<file path="config.mk">
export PLATFORM = sky130hd
export DESIGN_NAME = stage5_writeback_flat
export DESIGN_NICKNAME = d
export VERILOG_FILES = /design/src/rtl/stage5_writeback_if.sv /design/src/rtl/stage5_writeback.sv /design/src/flat_wrapper.sv
export SDC_FILE = /design/constraint.sdc
export NUM_CORES = 1
export LEC_CHECK = 0
export ABC_AREA = 1
export BUFFER_PORTS_ARGS = -buffer_cell sky130_fd_sc_hd__buf_4
export CORE_MARGIN = 8
export CORE_UTILIZATION = 46
export CTS_BUF_LIST = sky130_fd_sc_hd__clkbuf_16
export CTS_CLUSTER_SIZE = 14
export DETAILED_ROUTE_END_ITERATION = 7
export MAX_ROUTING_LAYER = met4
export PLACE_DENSITY = 0.76
export SLEW_MARGIN = 20
export SYNTH_ARGS = -nofsm -noshare
export SYNTH_HDL_FRONTEND = slang
export SYNTH_SLANG_ARGS = --single-unit
</file>
<file path="constraint.sdc">
create_clock -name clk -period 1.45 [get_ports clk]
set_input_delay 0 -clock clk [delete_from_list [all_inputs] [get_ports clk]]
set_output_delay 0 -clock clk [all_outputs]
set_load 0.01 [all_outputs]
</file>
<file path="src/rtl/stage5_writeback_if.sv">
// Writeback-stage bus: memory-stage result in, register-file write port plus debug state out.
// The master modport belongs to the upstream stage; the writeback stage uses the slave modport.
interface stage5_writeback_if #(
  parameter int unsigned DATA_WIDTH = 32,
  parameter int unsigned ADDR_WIDTH = 5,
  parameter int unsigned CNT_WIDTH  = 32
);
  // Memory-stage side
  logic                  En_Pipeline;
  logic                  STG4_Valid;
  logic [5:0]            STG4_opcode;
  logic [DATA_WIDTH-1:0] STG4_ALU_result;
  logic [DATA_WIDTH-1:0] STG4_Mem_data;
  logic                  STG4_Mem_Read;
  logic [ADDR_WIDTH-1:0] STG4_Addr_Write_Reg;
  logic                  STG4_En_Write_Reg;

  // Register-file write port
  logic [DATA_WIDTH-1:0] STG25_data_in;
  logic [ADDR_WIDTH-1:0] STG25_addr_Write_Reg;
  logic                  STG25_En_Write_Reg;

  // Previous-write copy and debug counters
  logic                  Fwd_Valid;
  logic [ADDR_WIDTH-1:0] Fwd_Addr;
  logic [DATA_WIDTH-1:0] Fwd_Data;
  logic [CNT_WIDTH-1:0]  Retired_Count;
  logic [CNT_WIDTH-1:0]  Write_Count;

  modport master (
    output En_Pipeline,
    output STG4_Valid,
    output STG4_opcode,
    output STG4_ALU_result,
    output STG4_Mem_data,
    output STG4_Mem_Read,
    output STG4_Addr_Write_Reg,
    output STG4_En_Write_Reg,
    input  STG25_data_in,
    input  STG25_addr_Write_Reg,
    input  STG25_En_Write_Reg,
    input  Fwd_Valid,
    input  Fwd_Addr,
    input  Fwd_Data,
    input  Retired_Count,
    input  Write_Count
  );

  modport slave (
    input  En_Pipeline,
    input  STG4_Valid,
    input  STG4_opcode,
    input  STG4_ALU_result,
    input  STG4_Mem_data,
    input  STG4_Mem_Read,
    input  STG4_Addr_Write_Reg,
    input  STG4_En_Write_Reg,
    output STG25_data_in,
    output STG25_addr_Write_Reg,
    output STG25_En_Write_Reg,
    output Fwd_Valid,
    output Fwd_Addr,
    output Fwd_Data,
    output Retired_Count,
    output Write_Count
  );
endinterface

</file>
<file path="src/rtl/stage5_writeback.sv">
// MIPS writeback stage: registers the memory-stage result, qualifies the register write and
// keeps a one-cycle-delayed copy of the last write plus retire/write debug counters.
module stage5_writeback #(
  parameter int unsigned DATA_WIDTH = 32,
  parameter int unsigned ADDR_WIDTH = 5,
  parameter int unsigned CNT_WIDTH  = 32
) (
  input  logic               clk,
  input  logic               reset,
  stage5_writeback_if.slave  wb
);

  localparam logic [5:0] OpStw = 6'h02;
  localparam logic [5:0] OpBeq = 6'h0C;
  localparam logic [5:0] OpBne = 6'h0D;
  localparam logic [5:0] OpBgt = 6'h0E;
  localparam logic [5:0] OpBle = 6'h0F;
  localparam logic [5:0] OpJmp = 6'h3F;

  logic                  w_no_write_op;
  logic                  w_qw;
  logic [DATA_WIDTH-1:0] w_sel_data;

  logic [DATA_WIDTH-1:0] r_data;
  logic [ADDR_WIDTH-1:0] r_addr;
  logic                  r_en;
  logic                  r_fwd_valid;
  logic [ADDR_WIDTH-1:0] r_fwd_addr;
  logic [DATA_WIDTH-1:0] r_fwd_data;
  logic [CNT_WIDTH-1:0]  r_retired;
  logic [CNT_WIDTH-1:0]  r_writes;

  // Stores, branches and jumps never write the register file, whatever decode requested.
  always_comb begin
    w_no_write_op = 1'b0;
    case (wb.STG4_opcode)
      OpStw, OpBeq, OpBne, OpBgt, OpBle, OpJmp: w_no_write_op = 1'b1;
      default:                                  w_no_write_op = 1'b0;
    endcase
  end

  assign w_sel_data = wb.STG4_Mem_Read ? wb.STG4_Mem_data : wb.STG4_ALU_result;

  assign w_qw = wb.STG4_Valid & wb.STG4_En_Write_Reg &
                (wb.STG4_Addr_Write_Reg != '0) & ~w_no_write_op;

  // Stage register; a stall holds data/address but drops enable so a write issues only once.
  always_ff @(posedge clk or negedge reset) begin
    if (!reset) begin
      r_data <= '0;
      r_addr <= '0;
      r_en   <= 1'b0;
    end else if (wb.En_Pipeline) begin
      r_data <= w_sel_data;
      r_addr <= wb.STG4_Addr_Write_Reg;
      r_en   <= w_qw;
    end else begin
      r_en   <= 1'b0;
    end
  end

  // Copy of the write the register file is performing this edge, for a future hazard unit.
  always_ff @(posedge clk or negedge reset) begin
    if (!reset) begin
      r_fwd_valid <= 1'b0;
      r_fwd_addr  <= '0;
      r_fwd_data  <= '0;
    end else begin
      r_fwd_valid <= r_en;
      if (r_en) begin
        r_fwd_addr <= r_addr;
        r_fwd_data <= r_data;
      end
    end
  end

  always_ff @(posedge clk or negedge reset) begin
    if (!reset) begin
      r_retired <= '0;
      r_writes  <= '0;
    end else if (wb.En_Pipeline) begin
      if (wb.STG4_Valid) begin
        r_retired <= r_retired + CNT_WIDTH'(1);
      end
      if (w_qw) begin
        r_writes <= r_writes + CNT_WIDTH'(1);
      end
    end
  end

  assign wb.STG25_data_in        = r_data;
  assign wb.STG25_addr_Write_Reg = r_addr;
  assign wb.STG25_En_Write_Reg   = r_en;
  assign wb.Fwd_Valid            = r_fwd_valid;
  assign wb.Fwd_Addr             = r_fwd_addr;
  assign wb.Fwd_Data             = r_fwd_data;
  assign wb.Retired_Count        = r_retired;
  assign wb.Write_Count          = r_writes;

endmodule

</file>
<file path="src/flat_wrapper.sv">
// flat-port wrapper written by rule: the top's interface ports become plain ports
module stage5_writeback_flat 
#(
  parameter int unsigned DATA_WIDTH = 32,
  parameter int unsigned ADDR_WIDTH = 5,
  parameter int unsigned CNT_WIDTH  = 32
)
  (clk, reset, wb_En_Pipeline, wb_STG4_Valid, wb_STG4_opcode, wb_STG4_ALU_result, wb_STG4_Mem_data, wb_STG4_Mem_Read, wb_STG4_Addr_Write_Reg, wb_STG4_En_Write_Reg, wb_STG25_data_in, wb_STG25_addr_Write_Reg, wb_STG25_En_Write_Reg, wb_Fwd_Valid, wb_Fwd_Addr, wb_Fwd_Data, wb_Retired_Count, wb_Write_Count);
  stage5_writeback_if #(.DATA_WIDTH(DATA_WIDTH), .ADDR_WIDTH(ADDR_WIDTH), .CNT_WIDTH(CNT_WIDTH)) wb_i ();
  input  logic clk;
  input  logic reset;
  input wire logic [$bits(wb_i.En_Pipeline)-1:0] wb_En_Pipeline;
  input wire logic [$bits(wb_i.STG4_Valid)-1:0] wb_STG4_Valid;
  input wire logic [$bits(wb_i.STG4_opcode)-1:0] wb_STG4_opcode;
  input wire logic [$bits(wb_i.STG4_ALU_result)-1:0] wb_STG4_ALU_result;
  input wire logic [$bits(wb_i.STG4_Mem_data)-1:0] wb_STG4_Mem_data;
  input wire logic [$bits(wb_i.STG4_Mem_Read)-1:0] wb_STG4_Mem_Read;
  input wire logic [$bits(wb_i.STG4_Addr_Write_Reg)-1:0] wb_STG4_Addr_Write_Reg;
  input wire logic [$bits(wb_i.STG4_En_Write_Reg)-1:0] wb_STG4_En_Write_Reg;
  output wire logic [$bits(wb_i.STG25_data_in)-1:0] wb_STG25_data_in;
  output wire logic [$bits(wb_i.STG25_addr_Write_Reg)-1:0] wb_STG25_addr_Write_Reg;
  output wire logic [$bits(wb_i.STG25_En_Write_Reg)-1:0] wb_STG25_En_Write_Reg;
  output wire logic [$bits(wb_i.Fwd_Valid)-1:0] wb_Fwd_Valid;
  output wire logic [$bits(wb_i.Fwd_Addr)-1:0] wb_Fwd_Addr;
  output wire logic [$bits(wb_i.Fwd_Data)-1:0] wb_Fwd_Data;
  output wire logic [$bits(wb_i.Retired_Count)-1:0] wb_Retired_Count;
  output wire logic [$bits(wb_i.Write_Count)-1:0] wb_Write_Count;
  assign wb_i.En_Pipeline = wb_En_Pipeline;
  assign wb_i.STG4_Valid = wb_STG4_Valid;
  assign wb_i.STG4_opcode = wb_STG4_opcode;
  assign wb_i.STG4_ALU_result = wb_STG4_ALU_result;
  assign wb_i.STG4_Mem_data = wb_STG4_Mem_data;
  assign wb_i.STG4_Mem_Read = wb_STG4_Mem_Read;
  assign wb_i.STG4_Addr_Write_Reg = wb_STG4_Addr_Write_Reg;
  assign wb_i.STG4_En_Write_Reg = wb_STG4_En_Write_Reg;
  assign wb_STG25_data_in = wb_i.STG25_data_in;
  assign wb_STG25_addr_Write_Reg = wb_i.STG25_addr_Write_Reg;
  assign wb_STG25_En_Write_Reg = wb_i.STG25_En_Write_Reg;
  assign wb_Fwd_Valid = wb_i.Fwd_Valid;
  assign wb_Fwd_Addr = wb_i.Fwd_Addr;
  assign wb_Fwd_Data = wb_i.Fwd_Data;
  assign wb_Retired_Count = wb_i.Retired_Count;
  assign wb_Write_Count = wb_i.Write_Count;
  stage5_writeback #(.DATA_WIDTH(DATA_WIDTH), .ADDR_WIDTH(ADDR_WIDTH), .CNT_WIDTH(CNT_WIDTH)) u_core (.clk(clk), .reset(reset), .wb(wb_i));
endmodule
</file>
## Word level (Yosys, flattened, before mapping)

Cells that the tools add are included.

- Flip-flop bits (word level): 140
- Latch bits: 0
- Memory bits (writable): 0
- ROM bits: 0
- Word-level logic and storage cells: 27
- Memories: 0

- $add $sub $neg: 2
- $mul: 0
- Div/mod/pow operators: 0
- Magnitude comparators: 0
- Eq/ne operators: 6
- Shifts and indexed selects: 0
- Mux-type cells: 3
- Bitwise gates (word level): 4
- Reduce and logical (&&, ||, !) cells: 4

Operators with widths:

| operator | number |
|---|---|
| $add A32 B1 Y32 const B | 2 |
| $mux W32 | 1 |
| $eq A6 B4 Y1 const B | 4 |
| $eq A6 B2 Y1 const B | 1 |
| $eq A6 B6 Y1 const B | 1 |
| $reduce_or A6 Y1 | 1 |
| $reduce_bool A5 Y1 | 1 |
| $reduce_and A2 Y1 | 2 |
| $and A1 B1 Y1 | 3 |
| $mux W1 | 2 |
| $not A1 Y1 | 1 |

## Longest topological paths before layout

- Depth after elaboration: 6
- Gate-level depth with buffers: 10
- Mapped depth without buffers: 10

## Worst setup path before layout

Ideal clock, no wire load.

- Path kind: register to register
- Start: register u_core.r_retired[0], in the netlist u_core.wb.Retired_Count[0]
- End: register u_core.r_retired[26], in the netlist u_core.wb.Retired_Count[26]
- Library setup time: 0.117 ns
- Data arrival time: 1.370 ns
- Setup slack: -0.037 ns
- Stages on the path, launching flop included: 9
- Buffers on the path: 0
- Period minus slack after synthesis: 1.487 ns
- Cells stage by stage: dfrtp_1 > ha_1 > nand3_2 > nor2_4 > nand3_4 > nor2_8 > nand3_1 > nand2_1 > nand2_1

- Word-level cells in the longest chain between the ends: 1

Ends and longest elaborated chain:

| element | RTL line | source |
|---|---|---|
| start, declared | stage5_writeback.sv:30 | `logic [CNT_WIDTH-1:0] r_retired;` |
| start signal, assigned | stage5_writeback.sv:83 | `r_retired <= r_retired + CNT_WIDTH'(1);` |
| $add A32 B1 Y32 | stage5_writeback.sv:83 |  |

Every way passes these cells.
A chain may end at the register's enable or synchronous reset.

## Final worst setup path

Same ends and word-level chain as after synthesis.

==> out/metrics.yaml <==
h-tree-depth: 4
die_area_sq_mm: 0.0193
fin_hold_ws_ns: 0.0480
clockBufferDepth: 2
areaGrowthSynthToFinish_pct: 57.4
r2r_cells: 8
die_h_um: 139
vias: 7411
period_share: 0.996
critical_path_class: "reg -> reg"
cp_max_fo: 5
power_density_mw_per_mm2: 1110
finalHoldViolCount: 0
top_usage_layer: "met2"
skew_ns: 0.0120
cp-end-kind: "flip-flop"
regArea_sq_mm: 0.00352
cts_tree: "yes"
yosysUniqueCellTypes: 31
pwr-share-comb: 0.253
setup_viol: 0
grtUsageMet1: 0.297
fin_crit_ns: 1.44
outcome: "complete, no violations"
nets: 1321
place_ws_ns: -0.0330
use_met2: 0.418
cp.arrival_ns: 1.75
gr-total-overflow: 0
io_buffers: 220
grt_max_degree: 75
netlist_instances: 876
slew_headroom: 0.670
leakage_nw: 5.33
rsz0062_at_grt: "yes"
clock-sinks: 140
seq_area_frac_synth: 0.505
drive_gt1_frac: 0.340
ant_nets: 0
clock.fmax_mhz: 692
start_kind: "flip-flop"
remaining_drc_errors: 0
drt-wirelength-per-cell_um: 17.0
setup_ws_ns: 0.00582
finalPower_mw: 12.1
hp-class: "in -> async"
syn_area_per_cell_sq_um: 7.91
yosysWarnings: 0
synth_area_sq_mm: 0.00693
die_w_um: 139
antenna_found_initial: 0
drtPass1Iterations: 4
peakVddDrop_v: 0.000946
drt_iter0_drc: 446
start_util: 0.463
grt_pass1_vias: 7804
io_pins: 221
multi_input_area_sq_mm: 0.00321
power.internal_mw: 8.36
path_clk_slew_ns: 0.06
seq_power_share: 0.401
use_met3: 0.0836
synth_nets: 959
r2r-start: "u_core.wb.Retired_Count[0]"
reg2reg_slack_ns: 0.006
grt_first_pass_wirelength_mm: 39.2
synth_top_flop_cell: "dfrtp_1"
r2r-end: "u_core.wb.Retired_Count[26]"
drv_cap: 0
hpwl_mm: 15.8
p_switching_mw: 3.77
routabilityCongestion: 0.884
clkLatencyLatePin_ns: 0.43
required_ns: 1.76
tns_ns: 0
rows: 45
p_sw_frac: 0.311
async_flop_share: 1.00
antenna_cells: 0
maxSlewViolCount: 0
yosys_register_bits: 140
drt-total-wl_mm: 24.5
viasPerCell: 5.15
fillers: 1066
p_clk_frac: 0.346
synth_edf_count: 0
worst_pin_slew_ns: 0.493
core-area_sq_mm: 0.0150
numCtsBuffers: 17
grtUsageTotal: 0.260
cts_root_buffer: "clkbuf_16"
-- synthesized netlist by cell type, types with 6 or more instances --
master	count	area share
a21oi_1	38	0.027
clkbuf_1	18	0.0097
dfrtp_1	140	0.51
inv_1	81	0.044
nand2_1	245	0.13
nand3_1	26	0.019
nand3b_1	12	0.013
nand4_1	10	0.0090
nor2_1	143	0.077
nor2_2	7	0.0063
nor2_4	6	0.0097
o21ai_0	37	0.027
o21ai_1	9	0.0065
o22ai_1	32	0.029
xnor2_1	11	0.014
xor2_1	18	0.023
-- cells in the final DEF (no fill, tap or decap), drive strengths merged, types with 12 or more instances in the layout --
cell,count
a21oi,38
buf,297
clkbuf,17
dfrtp,140
dlygate4sd3,72
inv,95
nand2,250
nand3,33
nand3b,12
nor2,160
o21ai,47
o22ai,32
xor2,18
-- registers in the layout, indices dropped and copies added (netlist names) --
| register | flops |
|---|---|
| u_core.wb.Retired_Count | 32 |
| u_core.wb.STG25_data_in | 32 |
| u_core.wb.Fwd_Addr | 5 |
| u_core.wb.Fwd_Data | 32 |
| u_core.wb.STG25_En_Write_Reg | 1 |
| u_core.wb.STG25_addr_Write_Reg | 5 |
| u_core.wb.Fwd_Valid | 1 |
| u_core.wb.Write_Count | 32 |
-- cells by family after synthesis --
group | Yosys count | share of synthesized area
and+or+nand+nor | 471 | 0.298
DFF | 140 | 0.505
AOI/OAI and AO/OA | 117 | 0.0908
buffers and inverters | 117 | 0.0652
xor gates and xnor gates | 29 | 0.0366
adders and majority gates | 2 | 0.00361
-- power by group through the flow --
stage | logic (mW) | registers [mW] | clock network [mW]
after floorplan | 0.762 | 5.07 | 0
after global placement | 2.52 | 4.82 | 0
after detailed placement | 2.56 | 4.84 | 0
after CTS | 2.91 | 4.82 | 4.26
after global routing | 3.29 | 4.92 | 4.45
final | 3.07 | 4.87 | 4.20
-- metal layers --
layer | vias up | share of wire | wire length, um
met1 | 3528 | 0.41 | 10000
met2 | 307 | 0.48 | 11700
met5 | - | 0 | 0
li1 | 3524 | - | -
met4 | 0 | 0.030 | 731
met3 | 52 | 0.082 | 2010
-- worst max-delay path, cell delays in order, from the launching register on --
cell	delay (ns)
dfrtp_2	0.40
ha_4	0.16
nand3_4	0.08
nor2_4	0.16
nand3_4	0.15
nor2_8	0.17
nand3_2	0.07
nand2_1	0.07
nand2_1	0.05
-- what timing repair did --
item,CTS,global route
hold buffers,72,0
endpoints found under the hold margin,180,0
endpoints found under the setup margin,7,33
pin swaps,9,18
gates cloned,2,0
setup buffers,9,18
resized for setup,17,54
-- layout make-up --
type / instances / area share
Tap cell: 188 / 0.0216
Clock buffer: 17 / 0.0390
Timing Repair Buffer: 369 / 0.280
Inverter: 89 / 0.0306
Sequential cell: 140 / 0.323
Multi-Input combinational cell: 621 / 0.294
Clock inverter: 15 / 0.0125
-- how the worst max path moves through the flow --
stage,from,end,cells after the start
final,u_core.wb.Retired_Count[0],u_core.wb.Retired_Count[26],8
after global routing,u_core.wb.Retired_Count[1],u_core.wb.Retired_Count[29],8
after CTS,u_core.wb.Retired_Count[0],u_core.wb.Retired_Count[26],8
after detailed placement,u_core.wb.Retired_Count[0],u_core.wb.Retired_Count[22],8
after global placement,u_core.wb.Retired_Count[0],u_core.wb.Retired_Count[26],8
after floorplan,u_core.wb.Retired_Count[0],u_core.wb.Retired_Count[26],8
-- metrics by stage --
step	std cells	cell area (sq um)	utilization
6_report	1439	10900	0.728
5_1_grt	1439	10900	0.728
4_1_cts	1421	10600	0.709
3_5_place_dp	1307	9180	0.613
3_3_place_gp	1307	9180	0.613
2_1_floorplan	876	6940	-
(Power assumes the default switching activity.)
